## src/rtl/ram32x3_arbiter_if.sv

```systemverilog
`default_nettype none
// ----------------------------------------------------------------------------
// ram32x3_arbiter_if : one requester's req/gnt command and read-return bundle
// Rev 1.0
// ----------------------------------------------------------------------------
interface ram32x3_arbiter_if #(
  parameter int ADDR_W = 5,
  parameter int DATA_W = 3
);
  logic              req;
  logic              we;
  logic [ADDR_W-1:0] addr;
  logic [DATA_W-1:0] wdata;
  logic              gnt;
  logic              rvalid;
  logic [DATA_W-1:0] rdata;

  modport master (output req, we, addr, wdata, input gnt, rvalid, rdata);
  modport slave  (input req, we, addr, wdata, output gnt, rvalid, rdata);
endinterface
`default_nettype wire

```

## src/rtl/ram32x3_arbiter.sv

```systemverilog
`default_nettype none
// ----------------------------------------------------------------------------
// ram32x3_arbiter : clears a single-port RAM after reset, then round-robins
//                   one access per cycle between requesters A and B
// Rev 1.0
// ----------------------------------------------------------------------------
module ram32x3_arbiter #(
  parameter int                ADDR_W    = 5,
  parameter int                DATA_W    = 3,
  parameter int                RD_LAT    = 1,
  parameter logic [DATA_W-1:0] CLEAR_VAL = '0
) (
  input  wire logic              clk,
  input  wire logic              reset_n,
  ram32x3_arbiter_if.slave       a,
  ram32x3_arbiter_if.slave       b,
  output logic [ADDR_W-1:0]      ram_address,
  output logic [DATA_W-1:0]      ram_data,
  output logic                   ram_wren,
  input  wire logic [DATA_W-1:0] ram_q,
  output logic                   busy
);

  localparam logic [0:0]        c_st_clear = 1'b0;
  localparam logic [0:0]        c_st_run   = 1'b1;
  localparam logic [ADDR_W-1:0] c_cnt_max  = '1;

  logic [0:0]        r_state;
  logic [ADDR_W-1:0] r_cnt;
  logic              r_pri_a;
  logic [RD_LAT:0][1:0] r_tag;

  logic       w_run;
  logic       w_gnt_a;
  logic       w_gnt_b;
  logic [1:0] w_rd;

  // r_pri_a set means A wins a tie: B was the most recent grant (or reset)
  assign w_run   = (r_state == c_st_run);
  assign w_gnt_a = w_run & a.req & (~b.req | r_pri_a);
  assign w_gnt_b = w_run & b.req & (~a.req | ~r_pri_a);
  assign w_rd    = {w_gnt_b & ~b.we, w_gnt_a & ~a.we};

  assign a.gnt    = w_gnt_a;
  assign b.gnt    = w_gnt_b;
  assign busy     = ~w_run;
  assign a.rvalid = r_tag[RD_LAT][0];
  assign b.rvalid = r_tag[RD_LAT][1];
  assign a.rdata  = ram_q;
  assign b.rdata  = ram_q;

  always_ff @(posedge clk) begin
    if (!reset_n) begin
      r_state     <= c_st_clear;
      r_cnt       <= '0;
      r_pri_a     <= 1'b1;
      ram_address <= '0;
      ram_data    <= '0;
      ram_wren    <= 1'b0;
    end else begin
      case (r_state)
        c_st_clear: begin
          ram_address <= r_cnt;
          ram_data    <= CLEAR_VAL;
          ram_wren    <= 1'b1;
          if (r_cnt == c_cnt_max) begin
            r_state <= c_st_run;
          end else begin
            r_cnt <= r_cnt + 1'b1;
          end
        end
        default: begin
          if (w_gnt_a) begin
            ram_address <= a.addr;
            ram_data    <= a.wdata;
            ram_wren    <= a.we;
            r_pri_a     <= 1'b0;
          end else if (w_gnt_b) begin
            ram_address <= b.addr;
            ram_data    <= b.wdata;
            ram_wren    <= b.we;
            r_pri_a     <= 1'b1;
          end else begin
            ram_wren <= 1'b0;
          end
        end
      endcase
    end
  end

  // Read-owner tags travel alongside the RAM access; stage RD_LAT lines up with ram_q
  always_ff @(posedge clk) begin
    if (!reset_n) begin
      r_tag <= '0;
    end else begin
      r_tag[0] <= w_rd;
      for (int i = 1; i <= RD_LAT; i++) begin
        r_tag[i] <= r_tag[i-1];
      end
    end
  end

endmodule
`default_nettype wire
```

## src/flat_wrapper.sv

```systemverilog
// flat-port wrapper written by rule: the top's interface ports become plain ports
module ram32x3_arbiter_flat 
#(
  parameter int                ADDR_W    = 5,
  parameter int                DATA_W    = 3,
  parameter int                RD_LAT    = 1,
  parameter logic [DATA_W-1:0] CLEAR_VAL = '0
)
  (clk, reset_n, ram_address, ram_data, ram_wren, ram_q, busy, a_req, a_we, a_addr, a_wdata, a_gnt, a_rvalid, a_rdata, b_req, b_we, b_addr, b_wdata, b_gnt, b_rvalid, b_rdata);
  ram32x3_arbiter_if #(.ADDR_W(ADDR_W), .DATA_W(DATA_W)) a_i ();
  ram32x3_arbiter_if #(.ADDR_W(ADDR_W), .DATA_W(DATA_W)) b_i ();
  input  wire logic clk;
  input  wire logic reset_n;
  output logic [ADDR_W-1:0] ram_address;
  output logic [DATA_W-1:0] ram_data;
  output logic ram_wren;
  input  wire logic [DATA_W-1:0] ram_q;
  output logic busy;
  input wire logic [$bits(a_i.req)-1:0] a_req;
  input wire logic [$bits(a_i.we)-1:0] a_we;
  input wire logic [$bits(a_i.addr)-1:0] a_addr;
  input wire logic [$bits(a_i.wdata)-1:0] a_wdata;
  output wire logic [$bits(a_i.gnt)-1:0] a_gnt;
  output wire logic [$bits(a_i.rvalid)-1:0] a_rvalid;
  output wire logic [$bits(a_i.rdata)-1:0] a_rdata;
  input wire logic [$bits(b_i.req)-1:0] b_req;
  input wire logic [$bits(b_i.we)-1:0] b_we;
  input wire logic [$bits(b_i.addr)-1:0] b_addr;
  input wire logic [$bits(b_i.wdata)-1:0] b_wdata;
  output wire logic [$bits(b_i.gnt)-1:0] b_gnt;
  output wire logic [$bits(b_i.rvalid)-1:0] b_rvalid;
  output wire logic [$bits(b_i.rdata)-1:0] b_rdata;
  assign a_i.req = a_req;
  assign a_i.we = a_we;
  assign a_i.addr = a_addr;
  assign a_i.wdata = a_wdata;
  assign a_gnt = a_i.gnt;
  assign a_rvalid = a_i.rvalid;
  assign a_rdata = a_i.rdata;
  assign b_i.req = b_req;
  assign b_i.we = b_we;
  assign b_i.addr = b_addr;
  assign b_i.wdata = b_wdata;
  assign b_gnt = b_i.gnt;
  assign b_rvalid = b_i.rvalid;
  assign b_rdata = b_i.rdata;
  ram32x3_arbiter #(.ADDR_W(ADDR_W), .DATA_W(DATA_W), .RD_LAT(RD_LAT), .CLEAR_VAL(CLEAR_VAL)) u_core (.clk(clk), .reset_n(reset_n), .a(a_i), .b(b_i), .ram_address(ram_address), .ram_data(ram_data), .ram_wren(ram_wren), .ram_q(ram_q), .busy(busy));
endmodule
```

## config.mk

```make
export PLATFORM = sky130hd
export DESIGN_NAME = ram32x3_arbiter_flat
export DESIGN_NICKNAME = d
export VERILOG_FILES = /design/src/rtl/ram32x3_arbiter_if.sv /design/src/rtl/ram32x3_arbiter.sv /design/src/flat_wrapper.sv
export SDC_FILE = /design/constraint.sdc
export NUM_CORES = 1
export LEC_CHECK = 0
export ABC_AREA = 1
export ABC_CLOCK_PERIOD_IN_PS = 2100
export CORE_ASPECT_RATIO = 0.75
export CORE_MARGIN = 2
export CORE_UTILIZATION = 45
export DETAILED_ROUTE_END_ITERATION = 8
export PLACE_DENSITY_LB_ADDON = 0.1
export SYNTH_ARGS = -nofsm -noshare
export SYNTH_HDL_FRONTEND = slang
export SYNTH_SLANG_ARGS = --single-unit
```

## constraint.sdc

```tcl
create_clock -name clk -period 2.1 [get_ports clk]
set_clock_uncertainty 0.1 [all_clocks]
set_input_delay 0.42 -clock clk [delete_from_list [all_inputs] [get_ports clk]]
set_output_delay 0.42 -clock clk [all_outputs]
set_load 0.01 [all_outputs]
```

Word level (Yosys, flattened, before mapping)
Cells that the tools add are included. Widths: inputs -> output; s select.

Output and inout bits: 20. Register bits after elaboration: 20. Bits of input ports: 25. Word-level logic and storage cells: 42.

Reductions and logical operators: 4. Equality and inequality tests: 2. Multiplexer cells: 12. Add/sub/neg operators: 1. Bitwise gates (word level): 15.

Operator list (count): $mux 5 (3); $mux 1 (7); $not 1->1 (7); $and 1x1->1 (6); $mux 3 (2); $reduce_and 2->1 (3); $add 5x1->5 const B (1); $eq 5x5->1 const B (1); $ne 3x3->1 const B (1); $or 1x1->1 (2); $reduce_bool 2->1 (1).

Depth between registers and ports, before layout
Gate-level depths: netlist (run 1).

Depth after elaboration: 6. Gate-level depth with buffers: 9. Gate-level depth less buffers: 9.

Least setup slack after synthesis (run 1)
No wires, ideal clock.

Path kind: register to register. From: register u_core.r_cnt[0]. To: register u_core.r_cnt[3]. Required time: 1881 ps. Setup slack: 661 ps. Stages on the path, launching flop included: 9. Arrival time: 1220 ps. Period minus slack after synthesis: 1439 ps. Library setup time: 119 ps. Path buffers: 0. Cell sequence: dfxtp_1 ha_1 nand2_1 nor2_1 ha_1 nor2_8 inv_4 nor3_1 nor3_2.

Word-level cells in the longest chain between the ends: 3.

RTL lines: start: declaration (RTL line ram32x3_arbiter.sv:29) `logic [ADDR_W-1:0] r_cnt;`; start signal: assignment (RTL line ram32x3_arbiter.sv:69) `r_cnt <= r_cnt + 1'b1;`; parallel branches: the longest is 3 deep, another holds $add 5x1->5.

Several ways; the timed one is not identified. A chain may end at the register's enable or synchronous reset.

Worst setup path after layout (run 1)
From: register u_core.r_state. To: output port busy.

Word-level cells in the longest chain between the ends: 1.

RTL lines: start: declaration (RTL line ram32x3_arbiter.sv:28) `logic [0:0] r_state;`; start signal: assignment (RTL line ram32x3_arbiter.sv:54) `r_state <= c_st_clear;`; start signal: assignment (RTL line ram32x3_arbiter.sv:67) `r_state <= c_st_run;`; $not 1->1 (RTL line ram32x3_arbiter.sv:46) `assign busy = ~w_run;`; end: declaration (RTL line flat_wrapper.sv:18) `output logic busy;`.

Every way passes these cells.

==> out/qor.yml, run 1 <==
r2r-end: "u_core.r_cnt[3]"
synth.distinct_cells: 21
slew_headroom: 0.731
multiInputGateArea_um2: 442
h-tree-depth: 1
routed_wl_um: 2390
min_to: "u_core.b.rvalid"
die_y_um: 46.3
power.total_uw: 711
slew_violations: 0
crit_fanout: 10
cp.required_ns: 1.58
rsz0062_at_grt: "false"
grt_pass1_vias: 1018
synth.net_count: 183
antenna_cells: 0
clkPwrFrac: 0.321
mostFrequentLayoutCell: "inv_1"
initial_core_util: 0.472
layout_common_cells: "36 x inv_1, 33 x clkdlybuf4s50_1, 26 x nand2_1"
power_per_cell_area_mw_per_mm2: 479
io_pins: 45
path_class: "flip-flop to output port"
grt_usage: 0.201
setup_viol: 0
dp_hpwl_um: 1940
grt_pass1_wl_um: 4080
p_int_uw: 550
r2r_cells: 8
fill_cells: 217
synth.yosys.warnings: 0
via_count: 1025
postCtsSetupBuffers: 0
ys_seq_area_frac: 0.373
clock_sinks: 20
status: "finished clean"
core_mm2: 0.00227
clk_pin_slew_ns: 0.12
tns_ns: 0
period_needed_ns: 1.99
ctsResizeCount: 2
worst_ep_arrival_time_ns: 1.47
rr_startpoint: "u_core.r_cnt[0]"
p_switching_uw: 161
cts_made_buffers: 3
cp-end-kind: "output port"
die_x_um: 60.4
cts_hold_buf: 0
routedWlPerCell_um: 10.5
cts_buffer_depth: 2
seqPwrFrac: 0.555
combPwrFrac: 0.124
final_hold_viol_count: 0
layout-drive-gt1-share: 0.108
start_kind: "flip-flop"
port_buffers: 35
fin_nets: 222
vdd_drop_max_mv: 0.303
placed_cell_area_mm2: 0.00145
min-delay-start: "u_core.r_tag[1]"
antenna_found_initial: 0
grt_max_degree: 13
worst_pin_slew_ns: 0.403
finalCritPeriodShare: 0.947
grt_remaining_overflow: 0
ys_seq_elements: 20
ant_nets: 0
cts_tree: "yes"
via_per_inst: 4.50
synthesis.area_mm2: 0.00107
die_area_mm2: 0.00279
hold_depth: 2
clock_latency_ns: 0.31
first_iter_violations: 52
p_leak_uw: 0.000728
drv_cap: 0
syn_inst: 156
synth.avg_cell_area_um2: 6.87
drc: 0
hp-class: "flip-flop to flip-flop"
stdcell_area_mm2: 0.00148
clock-root-buffer: "clkbuf_4"
drtPass1Iterations: 4
regArea_um2: 400
switching_share: 0.226
fin_util: 0.653
rrSetupSlack_ns: 0.51
gp_congestion: 0.808
synthToLayoutAreaGrowth_pct: 38.4
rows: 15
fmax_ghz: 0.503
per-layer routing:
layer | GRT usage | part of all wire
met3 | 0.0702 | 0.056
met5 | 0 | 0
met1 | 0.236 | 0.47
met2 | 0.357 | 0.47
met4 | 0.0444 | 0.0054
cell families (layout without fill, tap and decap cells):
group                    count (synthesis)  in the layout  synth area share
AO/OA/AOI/OAI                           17             17            0.0840
flip-flops                              20             20             0.373
AND/OR/NAND/NOR                         68             68             0.305
adder cells (fa/ha/maj)                  2              2            0.0233
buffers and inverters                   49             87             0.215
sequential cells by signal, indices dropped and copies added (netlist names):
signal              count
u_core.a.rvalid         1
u_core.r_pri_a          1
u_core.r_state          1
u_core.ram_data         3
u_core.ram_address      5
u_core.r_tag            2
u_core.r_cnt            5
u_core.ram_wren         1
u_core.b.rvalid         1
metrics by stage:
step / hold WS [ns] / instances / worst slack, ns
2_1_floorplan: 0.290 / 156 / 0.661
3_3_place_gp: 0.300 / 224 / -0.111
3_5_place_dp: 0.323 / 224 / -0.141
4_1_cts: 0.332 / 228 / 0.114
5_1_grt: 0.335 / 228 / 0.0316
6_report: 0.317 / 228 / 0.112
final cells by class:
cell class,count,area share
Multi-Input combinational cell,87,0.298
Timing Repair Buffer,43,0.275
Sequential cell,20,0.270
Inverter,40,0.105
Tap cell,34,0.0287
Clock buffer,4,0.0245
power groups by stage:
| stage | registers, µW | logic, µW | clock network, µW |
|---|---|---|---|
| 2_1_floorplan | 404 | 42.7 | 0 |
| 3_3_place_gp | 402 | 87.3 | 0 |
| 3_5_place_dp | 403 | 88.6 | 0 |
| 4_1_cts | 394 | 89.2 | 233 |
| 5_1_grt | 395 | 99.0 | 249 |
| 6_report | 394 | 88.3 | 228 |
synth_stat cells:
library cell  number  share of area
inv_1             36           0.13
nand2_1           26          0.091
dfxtp_1           20           0.37
nor2_1            18          0.063
nand3_1           15          0.070
a21oi_1            9          0.042
buf_4              7          0.049
o21ai_0            6          0.028
nor3_1             3          0.014
buf_6              2          0.021
ha_1               2          0.023
inv_4              2          0.012
o211ai_1           2          0.014
clkinv_1           1         0.0035
inv_2              1         0.0035
nand2_2            1         0.0058
nand2_4            1          0.011
nand3_4            1          0.016
nor2_2             1         0.0058
nor2_8             1          0.019
nor3_2             1         0.0093
critical path, cell delays in order, from the launching register on:
cell and delay, ns:
dfxtp_1 0.39, buf_4 0.23, inv_1 0.06, clkdlybuf4s50_1 0.47
how the worst max path moves through the flow:
| stage | start | endpoint | slack, ns |
|---|---|---|---|
| floorplan | u_core.r_cnt[0] | u_core.r_cnt[3] | 0.66 |
| global placement | a_req | a_gnt | -0.11 |
| detailed placement | a_req | a_gnt | -0.14 |
| CTS | u_core.r_state | busy | 0.11 |
| global route | u_core.r_state | busy | 0.03 |
| finish | u_core.r_state | busy | 0.11 |
Power figures use the tool's default switching activity.
==> run 2, diff against run 1 <==
--- a/config.mk
+++ b/config.mk
@@ -11,6 +11,7 @@
 export CORE_MARGIN = 2
 export CORE_UTILIZATION = 45
 export DETAILED_ROUTE_END_ITERATION = 8
+export HOLD_SLACK_MARGIN = 0.12
 export PLACE_DENSITY_LB_ADDON = 0.1
 export SYNTH_ARGS = -nofsm -noshare
 export SYNTH_HDL_FRONTEND = slang
==> results of run 2 <==
The final DEF is identical to that of run 1; final timing and power are the same.
==> run 3, diff against run 2 <==
--- a/config.mk
+++ b/config.mk
@@ -8,9 +8,9 @@
 export ABC_AREA = 1
 export ABC_CLOCK_PERIOD_IN_PS = 2100
 export CORE_ASPECT_RATIO = 0.75
-export CORE_MARGIN = 2
 export CORE_UTILIZATION = 45
 export DETAILED_ROUTE_END_ITERATION = 8
+export GPL_TIMING_DRIVEN = 0
 export HOLD_SLACK_MARGIN = 0.12
 export PLACE_DENSITY_LB_ADDON = 0.1
 export SYNTH_ARGS = -nofsm -noshare
==> out/qor.yml, run 3 (synthesis gave the netlist of run 1 again) <==
dp_hpwl_um: 1940
tns_ns: 0
period_needed_ns: 2.01
clock_sinks: 20
clock_latency_ns: 0.30
antenna_cells: 0
via_per_inst: 4.55
mostFrequentLayoutCell: "clkdlybuf4s50_1"
h-tree-depth: 1
die_area_mm2: 0.00258
layout-drive-gt1-share: 0.124
grt_max_degree: 12
rrSetupSlack_ns: 0.56
clkPwrFrac: 0.308
finalCritPeriodShare: 0.959
power_per_cell_area_mw_per_mm2: 468
rr_startpoint: "u_core.r_cnt[0]"
fin_util: 0.733
layout_common_cells: "38 x clkdlybuf4s50_1, 36 x inv_1, 26 x nand2_1"
drv_cap: 0
cts_buffer_depth: 2
r2r-end: "u_core.r_cnt[3]"
gr-usage-met1: 0.239
path_class: "input port to output port"
routed_wl_um: 2470
ant_nets: 0
rsz0062_at_grt: "false"
critPathCapture: "b_gnt"
crit_start: "b_req"
vdd_drop_max_mv: 0.437
synthToLayoutAreaGrowth_pct: 44.9
cp.required_ns: 1.58
initial_core_util: 0.506
cp-end-kind: "output port"
drtPass1Iterations: 4
setup_viol: 0
fin_nets: 229
slew_headroom: 0.809
grt_usage: 0.221
min-delay-start: "reset_n"
top_usage_layer: "met2"
start_kind: "input port"
core_mm2: 0.00212
use_met3: 0.0614
fmax_ghz: 0.497
clock-root-buffer: "clkbuf_4"
port_buffers: 40
cts_made_buffers: 3
p_switching_uw: 163
die_y_um: 44.3
antenna_found_initial: 0
grt_pass1_vias: 1041
worst_pin_slew_ns: 0.285
grt_pass1_wl_um: 4190
worst_ep_arrival_time_ns: 1.49
cts_tree: "yes"
routedWlPerCell_um: 10.6
clk_pin_slew_ns: 0.11
grt_remaining_overflow: 0
r2r_cells: 8
p_leak_uw: 0.000756
drc: 0
top_regs: "u_core.r_cnt: 5 flops, u_core.ram_address: 5 flops, u_core.ram_data: 3 flops"
p_int_uw: 564
crit_fanout: 3
via_count: 1059
switching_share: 0.225
slew_violations: 0
combPwrFrac: 0.150
io_pins: 45
gp_congestion: 0.774
rows: 14
seqPwrFrac: 0.542
status: "finished clean"
globalRouteMet2Util: 0.405
hp-class: "input port to flip-flop"
final_hold_viol_count: 0
die_x_um: 58.4
first_iter_violations: 38
[run 3: changes by cell type in the layout (fill, tap and decap cells not counted), sizes merged]
cell / delta
clkdlybuf4s50: +5
clkbuf: +1
buf: +2
dlygate4sd2: -1
[run 3: worst max-delay path, stage by stage]
cell	delay [ns]
clkdlybuf4s50_1	0.53
nand2_1	0.10
a21oi_2	0.15
dlygate4sd2_1	0.29
[run 3: repair_timing]
item                                    CTS  global route
endpoints found under the setup margin    2             2
gates resized for setup                   2             3
endpoints found under the hold margin     0             0
hold buffers                              0             0
buffers inserted                          1             0
[run 3: worst min path at each step]
stage / end / slack [ns] / depth (start not counted)
4_1_cts: u_core.b.rvalid / 0.28 / 3
3_3_place_gp: u_core.b.rvalid / 0.30 / 2
6_report: u_core.a.rvalid / 0.28 / 3
3_5_place_dp: u_core.a.rvalid / 0.30 / 2
5_1_grt: u_core.b.rvalid / 0.29 / 3
2_1_floorplan: u_core.a.rvalid / 0.29 / 2
[run 3: area by class of cell]
cell class	instances	area [µm²]
repair buffers	41	402
plain buffers	9	75.1
fillers	182	566
clock buffers	4	36.3
flip-flops and latches	20	400
well taps	32	40.0
inverters	40	155
multi-input cells	87	445
[run 3: power by group through the flow]
stage / Sequential [µW] / Combinational (µW) / Clock (µW)
6_report: 394 / 109 / 224
3_3_place_gp: 402 / 107 / 0
4_1_cts: 394 / 110 / 231
5_1_grt: 395 / 120 / 240
3_5_place_dp: 403 / 109 / 0
2_1_floorplan: 404 / 42.7 / 0
[run 3: metal layers]
metal	part of all wire	up-vias	wire (µm)
li1	-	558	-
met5	0	-	0
met2	0.46	45	1140
met4	0.022	0	54
met1	0.44	448	1090
met3	0.072	8	178
[run 3: metrics by stage]
step           power (µW)  cell area, µm²  hold slack (ns)  std cells  setup WS [ns]
2_1_floorplan         446            1070            0.290        156          0.661
3_3_place_gp          510            1510            0.300        228         -0.304
3_5_place_dp          512            1510            0.305        228         -0.335
4_1_cts               735            1550            0.279        233        -0.0143
5_1_grt               755            1550            0.294        233         0.0181
6_report              727            1550            0.283        233         0.0870
